### src/rtl/refill_arbiter.sv
// refill_arbiter: shares one AXI read master port between N_REQ cache refill requesters.
// Round-robin grant by default; define ARB_FIXED_PRIO_EN for fixed lowest-index-wins priority.
module refill_arbiter #(
    parameter int N_REQ  = 2,
    parameter int ADDR_W = 32
) (
    input  logic                    clk_i,
    input  logic                    rst_i,
    input  logic [N_REQ-1:0]        s_req_i,
    input  logic [N_REQ*ADDR_W-1:0] s_addr_i,
    output logic [N_REQ-1:0]        s_wait_o,
    output logic [N_REQ-1:0]        s_out_valid_o,
    output logic [31:0]             s_out_o,
    output logic                    m_req_o,
    output logic [ADDR_W-1:0]       m_addr_o,
    input  logic                    m_wait_i,
    input  logic                    m_out_valid_i,
    input  logic [31:0]             m_out_i
);
    localparam int IDX_W = (N_REQ > 1) ? $clog2(N_REQ) : 1;

    localparam logic [1:0] ST_IDLE  = 2'd0;
    localparam logic [1:0] ST_ISSUE = 2'd1;
    localparam logic [1:0] ST_XFER  = 2'd2;

    logic [1:0]        state_q;
    logic [N_REQ-1:0]  pend_q;
    logic [ADDR_W-1:0] addr_q [N_REQ];
    logic [IDX_W-1:0]  owner_q;
    logic [N_REQ-1:0]  owns;
    logic [N_REQ-1:0]  accept;
    logic              grant_valid;
    logic [IDX_W-1:0]  grant_idx;

    assign m_req_o = (state_q == ST_ISSUE);
    assign s_out_o = m_out_i;

    for (genvar g = 0; g < N_REQ; g++) begin : g_port
        logic is_owner;
        assign is_owner  = (owner_q == IDX_W'(g));
        assign owns[g]   = is_owner && (state_q != ST_IDLE);
        // A request while already pending or while owning the port is dropped.
        assign accept[g] = s_req_i[g] && !pend_q[g] && !owns[g];
        assign s_wait_o[g] = pend_q[g] |
                             (is_owner && ((state_q == ST_ISSUE) ||
                                           ((state_q == ST_XFER) && (m_wait_i || m_out_valid_i))));
        assign s_out_valid_o[g] = is_owner && (state_q == ST_XFER) && m_out_valid_i;

        a_no_dup_req: assert property (@(posedge clk_i) disable iff (rst_i)
                                       !(s_req_i[g] && (pend_q[g] || owns[g])));
    end

`ifdef ARB_FIXED_PRIO_EN
    always_comb begin
        grant_valid = 1'b0;
        grant_idx   = '0;
        for (int i = N_REQ - 1; i >= 0; i--) begin
            if (pend_q[i]) begin
                grant_valid = 1'b1;
                grant_idx   = IDX_W'(i);
            end
        end
    end
`else
    logic [IDX_W-1:0] last_q;

    function automatic logic [IDX_W-1:0] rr_index(input logic [IDX_W-1:0] base, input int step);
        return IDX_W'((int'(base) + step) % N_REQ);
    endfunction

    // NOTE: every always_comb output gets a default first so no path leaves it unassigned (no latch).
    always_comb begin
        grant_valid = 1'b0;
        grant_idx   = '0;
        // Walk from the farthest candidate to the nearest so last+1 wins ties.
        for (int k = N_REQ; k >= 1; k--) begin
            if (pend_q[rr_index(last_q, k)]) begin
                grant_valid = 1'b1;
                grant_idx   = rr_index(last_q, k);
            end
        end
    end
`endif

    // NOTE: state is updated with non-blocking assignments so every register samples pre-edge values.
    always_ff @(posedge clk_i) begin
        if (rst_i) begin
            state_q  <= ST_IDLE;
            pend_q   <= '0;
            owner_q  <= '0;
            m_addr_o <= '0;
            // NOTE: the address store is small and its reset value is visible, so it is cleared too.
            for (int i = 0; i < N_REQ; i++) addr_q[i] <= '0;
`ifndef ARB_FIXED_PRIO_EN
            last_q   <= IDX_W'(N_REQ - 1);
`endif
        end else begin
            for (int i = 0; i < N_REQ; i++) begin
                if (accept[i]) begin
                    pend_q[i] <= 1'b1;
                    addr_q[i] <= s_addr_i[i*ADDR_W +: ADDR_W];
                end
            end
            case (state_q)
                ST_IDLE: begin
                    if (grant_valid) begin
                        owner_q           <= grant_idx;
                        pend_q[grant_idx] <= 1'b0;
                        m_addr_o          <= addr_q[grant_idx];
                        state_q           <= ST_ISSUE;
`ifndef ARB_FIXED_PRIO_EN
                        last_q            <= grant_idx;
`endif
                    end
                end
                ST_ISSUE: state_q <= ST_XFER;
                ST_XFER: begin
                    if (!m_wait_i && !m_out_valid_i) state_q <= ST_IDLE;
                end
                default: state_q <= ST_IDLE;
            endcase
        end
    end
endmodule

### config.mk
export PLATFORM = sky130hd
export DESIGN_NAME = refill_arbiter
export DESIGN_NICKNAME = d
export VERILOG_FILES = /design/src/rtl/refill_arbiter.sv
export SDC_FILE = /design/constraint.sdc
export NUM_CORES = 1
export LEC_CHECK = 0
export ABC_AREA = 1
export ABC_CLOCK_PERIOD_IN_PS = 2900
export CAP_MARGIN = 30
export CORE_ASPECT_RATIO = 0.75
export CORE_UTILIZATION = 37
export DETAILED_ROUTE_END_ITERATION = 6
export MAX_ROUTING_LAYER = met4
export PLACE_DENSITY_LB_ADDON = 0.12
export SYNTH_ARGS = -nofsm -noshare
export SYNTH_HDL_FRONTEND = slang
export SYNTH_SLANG_ARGS = --single-unit
### constraint.sdc
create_clock -name clk_i -period 2.9 [get_ports clk_i]
set_clock_uncertainty 0.2 [all_clocks]
set_input_delay 0.435 -clock clk_i [delete_from_list [all_inputs] [get_ports clk_i]]
set_output_delay 0.435 -clock clk_i [all_outputs]
set_load 0.05 [all_outputs]
# Word-level counts from Yosys, hierarchy flattened
# Memory sizes are Yosys's and may differ from the RTL's. A register that Yosys moved wholly into a read port is not among the register bits.
# Cells that the tools add are included.
dict set report classes {
  n_eq_ne 4
  reduce_logical 27
  n_bitwise 7
  order_cmp 4
  add_sub_neg 2
  mux 29
}
# op count
set ops {}
lappend ops {{$mux 32} 2}
lappend ops {{$mux 1} 21}
lappend ops {{$logic_and 1x1->1} 15}
lappend ops {{$mux 2} 4}
lappend ops {{$logic_not 1->1} 6}
lappend ops {{$lt 1x2->1 const B} 3}
lappend ops {{$pmux 2 s3} 1}
lappend ops {{$or 1x1->1} 4}
lappend ops {{$reduce_and 2->1} 2}
lappend ops {{$add 1x1->1 const B} 2}
lappend ops {{$and 2x2->2} 1}
lappend ops {{$eq 2x1->1 const B} 1}
lappend ops {{$eq 2x2->1 const B} 1}
lappend ops {{$logic_not 2->1} 1}
lappend ops {{$logic_or 1x1->1} 2}
lappend ops {{$ne 2x1->1 const B} 1}
lappend ops {{$ne 2x2->1 const B} 1}
lappend ops {{$not 2->2} 1}
lappend ops {{$reduce_bool 2->1} 1}
lappend ops {{$demux 1 s1} 1}
lappend ops {{$ge 1x1->1 const B} 1}
lappend ops {{$not 1->1} 1}
dict set report totals {
  out_inout_bits 69
  inputBits 102
  ramBits 64
  reg_bits 6
  n_memories 1
}
# memory depth width rd rd_ports_with_merged_regs write_ports line_no
set mem_list {}
lappend mem_list {addr_q 2 32 1 1 2 28} ;# logic [ADDR_W-1:0] addr_q [N_REQ];

# Depth between registers and ports, before layout
dict set report logic_depth {
  depth_word 13
  mapped_depth 7
  depth_no_buf 6
}

# Worst setup path after synthesis
# No wires, ideal clock.
dict set report synth_path {
  kind {input to register}
  startpoint {input port s_req_i[1]}
  endpoint {memory addr_q[1][0], enable pin}
  cell_stages 4
  arrival_ns 1.451
  setup_slack_ns 0.860
  setup_ns 0.389
  path_cell_list {inv_1 -> nor2_1 -> nand2_1 -> nand2_1}
}
# item line_no
set synth_lines {}
lappend synth_lines {{start: declaration} 9} ;# input logic [N_REQ-1:0] s_req_i,
lappend synth_lines {{end: declaration} 28}

# Worst setup path in the final report
dict set report layout_path {
  startpoint {register state_q[1]}
  endpoint {output port s_out_valid_o[1]}
}
dict set report layout_via {
  elab_chain_cells 3
}
# item line_no
set layout_lines {}
lappend layout_lines {{start: declaration} 26} ;# logic [1:0] state_q;
lappend layout_lines {{start signal: assignment} 88} ;# state_q <= ST_IDLE;
lappend layout_lines {{start signal: assignment} 110} ;# state_q <= ST_ISSUE;
lappend layout_lines {{start signal: assignment} 116} ;# ST_ISSUE: state_q <= ST_XFER;
lappend layout_lines {{$eq 2x2->1} 47} ;# assign s_out_valid_o[g] = is_owner && (state_q == ST_XFER) && m_out_valid_i;
lappend layout_lines {{$logic_and 1x1->1 (2 in a row)} 47}
lappend layout_lines {{end: declaration} 12} ;# output logic [N_REQ-1:0] s_out_valid_o,
# No other way between the ends.

==> results.md <==
- RSZ-0062 raised after global routing: false
- Final #Nets: 633
- H-Tree Depth: 3
- Failing checks: DRC
- Hold path cells: 2
- HP Class: reg2reg
- Setup-failing EPs final: 0
- Library cells used by synthesis: 22
- Die X: ~140 µm
- Vias in the first global route: 3,363
- PostCTS Resize Cnt: 0
- Seq. cell area: roughly 0.0027 mm²
- Met2 wire length: ~5000 µm
- Post-synth ARST share: 0%
- Worst Hold End: m_addr_o[27]
- Fraction of layout instances using a drive strength above 1: 18.7%
- LEAKAGE: 2.30 nW
- R2R setup slack: slightly below 0.9 ns
- Vias: around 3.4k
- DRC: 1
- First-pass GRT wire length: 18,300 µm
- EDFF count, synth: 64
- Drt initial violations: 200
- Critical path data arrival time: 1.91 ns
- Rel. slew slack: a little under two fifths
- CP Class: reg2out
- Dpl cells: 691
- Design Area, Final: 0.00617 mm²
- Clock sinks: 102
- Post-Syn Area: 0.00492 mm²
- Tmin final: ~2.5 ns
- DRT Pass-1 Iters: 6
- Required time of the critical path: 2.27 ns
- Final cell count without fillers: 707
- Post-CTS Setup Bufs: 0
- Fillcell total: 1,198
- Multi-input gate area: 0.00175 mm²
- Area leader, netlist: edfxtp_1
- Pwr per Cell Area: about 750 mW/mm²
- R2R depth: 4
- Final Hold Viols: 0
- WL met3: 824 µm
- Diode count: 0
- Die Area: 0.0138 mm²
- Initial Util: 37.9%
- Reg-to-reg endpoint: m_addr_o[23]
- Syn Inst Count: 470
- Synth warn: 0
- FF-to-FF Start: pend_q[1]
- Final period utilization: 87.6%
- Post-DP Area: 0.00584 mm²
- Reg clk slew, reported paths: 0.07 ns
- Total Neg Setup Slack: 0 ns
- Top layer in use: met4
- Area contributors post-synth: edfxtp_1 (39%), dfxtp_1 (15%), a21boi_2 (14%)
- FMAX: 394 MHz
- Least-Margin Pin Slew: 0.927 ns
- Hold WS: 0.267 ns
- Register area share after synthesis: 54.5%
- Max clock buf depth: 2
- Post-synthesis register bit count: ~100
- Grt total ovfl: 0
- Worst Setup Slack post-DPL: 0.386 ns
- CTS Buf Count: 9
- CTS tree: yes
- Mapped Nets: 572
- GP Congestion: 0.706
- WL per Instance: 16.5 µm
- Commonest cells post-synth: nand2_1 (142), edfxtp_1 (64), a21boi_2 (60)
- Largest net degree at the start of global routing: 36
- Clk Latency, worst-skew pair: 0.34 ns
- Crit. End Element: primary output
- Root buf cell: clkbuf_16
- MaxCap Viol Count: 0
- Final ANT Viol Nets: 0
- Final Max Slew Viols: 0
- Area of the core: 0.0130 mm²
- Hold path start: m_addr_o[27]
- Yosys top cell area share: 39.1%
- PortBufs: roughly 110
- Most frequent cell after synthesis: nand2_1
- Crit path launch type: flop
- PnR worst setup slack: between 0.3 and 0.4 ns
- Row Count: 36
- Die Span Y: 102 µm
- Vias/cell: about 4.8
- Synthesized area per cell: approximately 10 µm²
- CP Max Fanout: 4
- DRT Wirelength: 11,700 µm
- IO Pins: 171
- Synth Flop Type: edfxtp_1
- Outcome: finished with violations
- Met1 WL: 5680 µm
- DP HPWL: 7650 µm
- Initial antenna violation count: 0
- CTS hold repair buffers: 0
- Gr usage total: roughly 18%
- Maximum vdd ir drop: 0.339 mV
- Layout area overhead: 25.3%
[flip-flops by register name, summed over array words and instances (netlist names)]
signal and flops:
last_q 1, state_q 2, g_port.is_owner 1, addr_q 64, pend_q 2, m_addr_o 32
[worst max-delay path, stage by stage (launching register included)]
cell and delay (ns):
dfxtp_1 0.42, inv_1 0.06, nor2_1 0.11, nand2_1 0.08
nor2_1 0.09, clkdlybuf4s50_1 0.81
[final cells by class]
class                   instances  area share (%)
well taps                     171            3.47
clock buffers                   9            3.65
repair buffers                114            18.9
inverters                       9           0.548
clock inverters                 7            1.56
multi-input cells             295            28.3
flip-flops and latches        102            43.5
[how the worst max path moves through the flow]
| stage | from | to |
|---|---|---|
| 2_1_floorplan | s_req_i[1] | addr_q[1][0] |
| 3_3_place_gp | m_out_valid_i | s_out_valid_o[0] |
| 3_5_place_dp | m_out_valid_i | s_out_valid_o[1] |
| 4_1_cts | state_q[1] | s_out_valid_o[1] |
| 5_1_grt | state_q[1] | s_out_valid_o[1] |
| 6_report | state_q[1] | s_out_valid_o[1] |
[logic make-up (layout without fill, tap and decap cells)]
| family | after synthesis | in the layout | synth area share (%) |
|---|---|---|---|
| simple gates | 193 | 193 | 17.0 |
| compound gates | 102 | 102 | 18.4 |
| flops | 102 | 102 | 54.5 |
| buf+inv | 73 | 139 | 10.1 |
[metal layers]
layer  global-route usage (%)  vias to the layer above
li1                         -                     1675
met1                     24.9                     1589
met2                     27.0                      115
met4                     6.05                        0
met5                        -                        -
met3                     4.37                       32
[where the power goes]
part	leakage [nW]	switching, mW	internal (mW)	total, mW
registers	0.998	0.120	1.83	1.95
clock network	0.150	0.537	0.759	1.30
logic	1.15	0.917	0.478	1.39
total	2.30	1.57	3.07	4.64
[cells in the final DEF (no fill, tap or decap), drive strengths merged]
master	count
dfxtp	38
a21boi	64
buf	10
clkinv	1
inv	11
nand3	36
bufinv	2
o21ai	3
edfxtp	64
and2	1
clkinvlp	2
nand2	146
nor2	10
a21oi	35
clkbuf	9
clkdlybuf4s50	104
[per-stage QoR]
step / power (mW) / util [%]
2_1_floorplan: 3.08 / -
3_3_place_gp: 3.39 / 45.1
3_5_place_dp: 3.40 / 45.1
4_1_cts: 4.70 / 47.5
5_1_grt: 4.88 / 47.5
6_report: 4.64 / 47.5
(Power assumes the default switching activity.)
